==> src/rtl/nabp_angle_sequencer.sv <==
// Angle sequencer for the back-projection pipeline.
// Steps through ANGLE_LENGTH projection angles per run. Each angle is loaded,
// held in a fixed-length preprocessing window, then offered downstream until
// the swap control accepts it.
//
// Handshake: angle/angle_idx are stable for as long as angle_valid is high.
// A transfer happens on a rising clk edge where angle_valid and
// next_angle_ack are both high. angle_valid drops the cycle after a transfer.
// next_angle_ack is ignored while angle_valid is low.
//
// dbg_state exposes the FSM state register for observation.
module nabp_angle_sequencer #(
    parameter int ANGLE_LENGTH   = 180,
    parameter int ANGLE_WIDTH    = 8,
    parameter int ANGLE_START    = 0,
    parameter int ANGLE_STEP     = 1,
    parameter int ANGLE_WRAP     = 180,
    parameter int PREPROC_CYCLES = 4,
    localparam int IDX_W = (ANGLE_LENGTH > 1) ? $clog2(ANGLE_LENGTH) : 1
) (
    input  logic                   clk,
    input  logic                   reset_n,
    input  logic                   na_kick,
    input  logic                   next_angle_ack,
    output logic [ANGLE_WIDTH-1:0] angle,
    output logic [IDX_W-1:0]       angle_idx,
    output logic                   angle_valid,
    output logic                   has_next_angle,
    output logic                   preprocess_done,
    output logic                   busy,
    output logic                   done,
    output logic [2:0]             dbg_state
);

    localparam int CNT_W = (PREPROC_CYCLES > 1) ? $clog2(PREPROC_CYCLES) : 1;

    localparam logic [IDX_W-1:0]       LAST_IDX  = IDX_W'(ANGLE_LENGTH - 1);
    localparam logic [CNT_W-1:0]       CNT_LOAD  = CNT_W'(PREPROC_CYCLES - 1);
    localparam logic [ANGLE_WIDTH-1:0] START_VAL = ANGLE_WIDTH'(ANGLE_START);
    localparam logic [ANGLE_WIDTH:0]   STEP_EXT  = (ANGLE_WIDTH + 1)'(ANGLE_STEP);
    localparam logic [ANGLE_WIDTH:0]   WRAP_EXT  = (ANGLE_WIDTH + 1)'(ANGLE_WRAP);

    typedef enum logic [2:0] {
        IDLE       = 3'd0,
        LOAD       = 3'd1,
        PREPROCESS = 3'd2,
        READY      = 3'd3,
        DONE       = 3'd4
    } state_t;

    state_t                 state;
    logic [CNT_W-1:0]       pre_cnt;
    logic [ANGLE_WIDTH:0]   angle_sum;
    logic [ANGLE_WIDTH:0]   angle_mod;

    // Modular angle advance, one bit wider than the angle so that the sum
    // cannot overflow before the wrap comparison.
    always_comb begin
        angle_sum = {1'b0, angle} + STEP_EXT;
        angle_mod = angle_sum;
        if (angle_sum >= WRAP_EXT) begin
            angle_mod = angle_sum - WRAP_EXT;
        end
    end

    // Sequencer FSM with registered status outputs.
    always_ff @(posedge clk or negedge reset_n) begin
        if (!reset_n) begin
            state           <= IDLE;
            angle           <= START_VAL;
            angle_idx       <= '0;
            pre_cnt         <= '0;
            angle_valid     <= 1'b0;
            preprocess_done <= 1'b0;
            busy            <= 1'b0;
            done            <= 1'b0;
        end else begin
            preprocess_done <= 1'b0;
            done            <= 1'b0;
            case (state)
                IDLE: begin
                    if (na_kick) begin
                        state     <= LOAD;
                        angle_idx <= '0;
                        angle     <= START_VAL;
                        busy      <= 1'b1;
                    end
                end
                LOAD: begin
                    pre_cnt <= CNT_LOAD;
                    state   <= PREPROCESS;
                end
                PREPROCESS: begin
                    if (pre_cnt == '0) begin
                        state           <= READY;
                        preprocess_done <= 1'b1;
                        angle_valid     <= 1'b1;
                    end else begin
                        pre_cnt <= pre_cnt - 1'b1;
                    end
                end
                READY: begin
                    if (next_angle_ack) begin
                        angle_valid <= 1'b0;
                        if (angle_idx == LAST_IDX) begin
                            state <= DONE;
                            done  <= 1'b1;
                        end else begin
                            state     <= LOAD;
                            angle_idx <= angle_idx + 1'b1;
                            angle     <= ANGLE_WIDTH'(angle_mod);
                        end
                    end
                end
                DONE: begin
                    state <= IDLE;
                    busy  <= 1'b0;
                end
                default: begin
                    state       <= IDLE;
                    angle_valid <= 1'b0;
                    busy        <= 1'b0;
                end
            endcase
        end
    end

    assign has_next_angle = (state != IDLE) && (state != DONE) && (angle_idx < LAST_IDX);
    assign dbg_state      = state;

endmodule

==> config.mk <==
export PLATFORM = sky130hd
export DESIGN_NAME = nabp_angle_sequencer
export DESIGN_NICKNAME = d
export VERILOG_FILES = /design/src/rtl/nabp_angle_sequencer.sv
export SDC_FILE = /design/constraint.sdc
export NUM_CORES = 1
export LEC_CHECK = 0
export BUFFER_PORTS_ARGS = -buffer_cell sky130_fd_sc_hd__buf_2
export CAP_MARGIN = 5
export CORE_ASPECT_RATIO = 0.6
export CORE_MARGIN = 2
export CORE_UTILIZATION = 45
export CTS_CLUSTER_SIZE = 14
export DETAILED_ROUTE_END_ITERATION = 8
export GPL_TIMING_DRIVEN = 0
export HOLD_SLACK_MARGIN = 0.05
export PLACE_DENSITY_LB_ADDON = 0.05
export SLEW_MARGIN = 20
export SYNTH_ARGS = -nofsm -noshare
export SYNTH_HDL_FRONTEND = slang
export SYNTH_SLANG_ARGS = --single-unit
export TNS_END_PERCENT = 1
==> constraint.sdc <==
create_clock -name clk -period 2.1 [get_ports clk]
set_input_delay 0.42 -clock clk [delete_from_list [all_inputs] [get_ports clk]]
set_output_delay 0.42 -clock clk [all_outputs]
set_load 0.05 [all_outputs]
* After elaboration in Yosys (flattened, before gate mapping)
Index checks and enable logic that the tools add are counted.
** Word-level totals
- Input port bits :: 4
- Register bits :: 25
** Cells by class
- Bitwise operators :: 2
- $add $sub $neg :: 4
- Multiplexer cells :: 25
- Reductions and logical operators :: 14
- Equality and inequality tests :: 11
- Magnitude comparators :: 2
** Operator list (number)
- two-way mux 8 bit :: 6
- case mux 8 bit (2 select lines) :: 2
- two-way mux 3 bit :: 4
- case mux 3 bit (4 select lines) :: 1
- != test 2 bit, second input constant :: 5
- adder 8 x 1 -> 9 bit, second input constant :: 1
- >= comparator 9 x 8 -> 1 bit, second input constant :: 1
- adder 8 x 1 -> 8 bit, second input constant :: 1
- equality test 8 bit, second input constant :: 1
- < comparator 8 bit, second input constant :: 1
- two-way mux 1 bit :: 8
- subtractor 8 bit, second input constant :: 1
- equality test 3 x 2 -> 1 bit, second input constant :: 2
- AND reduction 3 bit :: 2
- OR reduction 3 bit :: 2
- case mux 2 bit (2 select lines) :: 1
- AND reduction 2 bit :: 2
- AND reduction 4 bit :: 1
- nonzero test 2 bit :: 2
- equality test 3 x 1 -> 1 bit, second input constant :: 1
- equality test 3 bit, second input constant :: 1
- logical NOT 3 bit :: 1
- != test 3 bit, second input constant :: 1
- case mux 1 bit (3 select lines) :: 1
- other kinds (7) :: 9

* Depth between registers and ports, before layout
- Word-level depth :: 6
- Depth in mapped cells :: 9
- Mapped depth without buffers :: 8

* Least setup slack after synthesis
Ideal clock, no wire load.
- Path type :: reg-to-reg
- Start :: register angle[0]
- End :: register angle[4]
- Arrival :: 2.441 ns
- Cell stages (with the launch flop) :: 9
- Data required time :: 1.976 ns
- Path slack :: -0.465 ns
- Period minus slack after synthesis :: 2.565 ns
- Path buffers :: 1
- Cells stage by stage :: dfrtp_1 ha_1 buf_6 and2_4 a2111oi_4 o311ai_4 a211oi_1 nor4_1 a211o_1
** Between the ends
- Cells in the longest elaborated chain, start to end :: 6
** Ends and longest elaborated chain
- start: declaration :: RTL line 25 : output logic [ANGLE_WIDTH-1:0] angle,
- start signal: assignment :: RTL line 111 : angle <= ANGLE_WIDTH'(angle_mod);
- adder 8 x 1 -> 9 bit (*) :: RTL line 59 : angle_sum = {1'b0, angle} + STEP_EXT;
- subtractor 8 bit or >= comparator 9 x 8 -> 1 bit (tied branches) :: RTL line 62, 61
- two-way mux 8 bit (*) :: RTL line 61 : if (angle_sum >= WRAP_EXT) begin
- two-way mux 8 bit (*) :: RTL line 105 : if (angle_idx == LAST_IDX) begin
- two-way mux 8 bit (*) :: RTL line 103 : if (next_angle_ack) begin
- case mux 8 bit (2 select lines) (*) :: RTL line 80 : case (state)
Every way passes the cells marked *; elsewhere a longest branch is shown, timed or not. The select of a mux whose other input is x is not followed.
A chain may end at the register's enable or synchronous reset.

* Worst setup path after layout
- Start :: register angle[1]
- End :: register angle[4]
The elaborated chain is that of the path after synthesis.

==> key figures <==
Outcome
  • Status: complete, but fails checks
  • Violated checks: setup timing

Finish
  • FILL cells: approximately 310
  • Final Cell Area: ~2100 um2
  • Final core occ: 0.619
  • Sequential cell area: roughly 630 um2
  • Area added between synthesis and finish: 27.8%
  • Commonest cells after routing, fill and taps aside: buf_2 (28), dfrtp_1 (22), nand2_1 (19)
  • Multi-input combinational cell area: approximately 1000 um2
  • Proportion of layout cells with a drive suffix above 1: 0.328
  • Most common cell after layout, fill and taps aside: buf_2
  • Layout net count: 241
  • Antenna cells: 0

Pwr
  • Worst VDD drop: ~0.65 mV
  • Leak: between 0.9 and 1 nW
  • P per Cell Area: between 1000 and 1500 nW/um2

Worst setup path
  • Worst r2r dst: angle[4]
  • Crit start category: flip-flop
  • CP max stage delay: about 0.44 ns
  • Crit end category: flip-flop
  • Crit-path max FO: 6
  • Critical path class: flip-flop to flip-flop
  • Worst path arrival time: ~2.4 ns
  • Crit path required time: about 2.3 ns
  • Worst R2R Setup Slack: -0.09 ns
  • FF-to-FF path depth: 8
  • Worst path slowest cell: dfrtp_2
  • Crit-path cells: ha_4 -> and2_4 -> a2111oi_4 -> o311ai_4 -> nand2_2 -> a21boi_2 -> o211a_1 -> a211o_1
  • FF-to-FF Start: angle[1]

Drt
  • Post-DR vias/cell: about 5.7
  • DRT Pass-1 Iters: 4
  • DR vias: approximately 1,600
  • Drt wl/cell: 15.6 um
  • DRC viols: 0
  • Final wirelength: between 4 and 5 mm
  • Detail Route Antenna Nets: 0
  • 1st-iter DRT viols: 72

Timing
  • Final WS setup: -0.0880 ns
  • Sum Neg Setup Slack: -0.187 ns
  • Hold Fails Final Rpt: 0
  • Final Critical Period: 2.19 ns
  • Worst Max-Slew Pin Slew: around 0.74 ns
  • Max Slew Vio Count: 0
  • Layout Skew: 0.00141 ns
  • Worst slew margin: 0.504
  • # setup viols final: 4
  • FMAX: between 400 and 500 MHz
  • RSZ-0062 raised after global routing: true
  • Post-route clock period utilization: 1.04

Synth
  • Syn nets: 198
  • Synth unique cells: 48
  • Register area share after synthesis: 0.384
  • Post-Syn Area: between 1500 and 2000 um2
  • Async set-reset flop share out of synthesis: 1.00
  • Synth warnings: 0
  • #FFs+latches synth: 25
  • Mean area per synthesized cell: 8.58 um2
  • Number of synthesized flops with an enable pin: 0
  • Synth Instances: 190
  • Ys flop type: dfrtp_1

Global routing
  • All-Layer GR Usage: 0.217
  • First-pass GRT wire length: ~7 mm
  • Gr ovfl total: 0
  • Initial antenna violation count: 0
  • Vias in the first global route: roughly 1,400
  • Largest net degree at the start of global routing: 26

Clock network
  • H-tree depth: 1
  • CTS tree: done
  • Clock buffer depth: 2
  • CTS sink cnt: 25
  • Hold buffer count at cts: 0
  • Clock transition at the registers of the reported paths: about 0.08 ns
  • Clk_lat worst skew: 0.27 ns
  • Clock root buffer master: clkbuf_8
  • CTS Buf Count: 3

Floorplanning
  • Row count: 16
  • # IOs: 28
  • Die ar.: about 4100 um2
  • Die Wd: about 82 um
  • Initial Utilization: 0.485
  • Core Box Area: 3360 um2
  • Die height: between 50 and 60 um

Place
  • DP Area: 1830 um2
  • DP HPWL: approximately 3.0 mm
  • Place WS: -0.342 ns
  • GP Congestion: ~0.91
  • Input/output buffers: 27

Hold path
  • Hold WC Path Type: input port to asynchronous set/reset pin

Run
  • Max-Cap Viols: 0
-- worst max-delay path by stage --
stage | startpoint | endpoint | slack [ns] | cells past startpoint
after floorplan | angle[0] | angle[4] | -0.26 | 9
after global placement | angle_idx[0] | angle_idx[6] | -0.34 | 9
after detailed placement | angle_idx[0] | angle_idx[6] | -0.34 | 9
after CTS | angle[0] | angle[4] | -0.09 | 8
after global routing | angle[1] | angle[4] | -0.17 | 8
final | angle[1] | angle[4] | -0.09 | 8
-- state kept, by name, summed over array words and instances (netlist names) --
| name | cells |
|---|---|
| angle_idx | 8 |
| done | 1 |
| busy | 1 |
| pre_cnt | 2 |
| angle_valid | 1 |
| preprocess_done | 1 |
| angle | 8 |
| dbg_state | 3 |
-- kinds of logic after synthesis --
family | Yosys count | synth area share
simple gates | 81 | 0.263
compound gates | 56 | 0.236
flops | 25 | 0.384
buf+inv | 18 | 0.0545
xor+xnor | 6 | 0.0322
fa+ha+maj | 4 | 0.0307
-- cells in the mapped netlist, drive strengths merged, types with 2 or more instances --
cell | instances | area (um2)
nand2b | 7 | 43.8
a21oi | 15 | 75.1
o311ai | 2 | 35.0
dfrtp | 25 | 626
nor3 | 8 | 45.0
inv | 6 | 22.5
or2 | 2 | 12.5
xnor2 | 5 | 43.8
and2 | 5 | 33.8
and3 | 4 | 25.0
nor4 | 2 | 12.5
o41ai | 2 | 17.5
nand4 | 2 | 12.5
o31ai | 3 | 22.5
nand2 | 20 | 77.6
o21ai | 22 | 110
or3 | 3 | 18.8
buf | 5 | 40.0
clkbuf | 7 | 26.3
nor2 | 13 | 48.8
ha | 4 | 50.1
nand3 | 9 | 45.0
-- what timing repair did --
action / in CTS / in global routing
resized for setup: 19 / 17
setup endpoints to repair: 16 / 17
pin swaps: 13 / 5
buffers inserted: 7 / 5
cloned: 0 / 0
-- metrics by stage --
stage          hold slack, ns  cells  power (mW)
6_report                0.122    277        2.19
5_1_grt                 0.163    277        2.35
4_1_cts                 0.145    272        2.16
3_5_place_dp            0.440    262        1.81
3_3_place_gp            0.435    262        1.77
2_1_floorplan           0.124    190        1.53
-- report_power, final --
| group | internal, mW | switching (mW) |
|---|---|---|
| registers | 0.590 | 0.114 |
| logic | 0.376 | 0.832 |
| clock network | 0.136 | 0.146 |
-- critical path: cells and delay by family (launching register included) --
family	cells	cell delay, ns
AND/OR/NAND/NOR	2	0.32
AO/OA/AOI/OAI	5	1.12
flip-flops	1	0.44
adder cells (fa/ha/maj)	1	0.20
-- final cells by class --
cell class,count,share of cell area
Tap cell,45,0.0270
Buffer,11,0.0342
Multi-Input combinational cell,147,0.491
Timing Repair Buffer,39,0.113
Inverter,6,0.0108
Clock buffer,4,0.0216
Sequential cell,25,0.302
-- layer usage --
layer / global-route usage / routed length [um] / vias up
met1: 0.332 / 2040 / 746
met3: 0.0558 / 356 / 2
met5: 0 / 0 / -
li1: - / - / 773
met4: 0.0333 / 13 / 0
met2: 0.311 / 1900 / 61
Note: power is estimated with default switching activity, not from simulation.
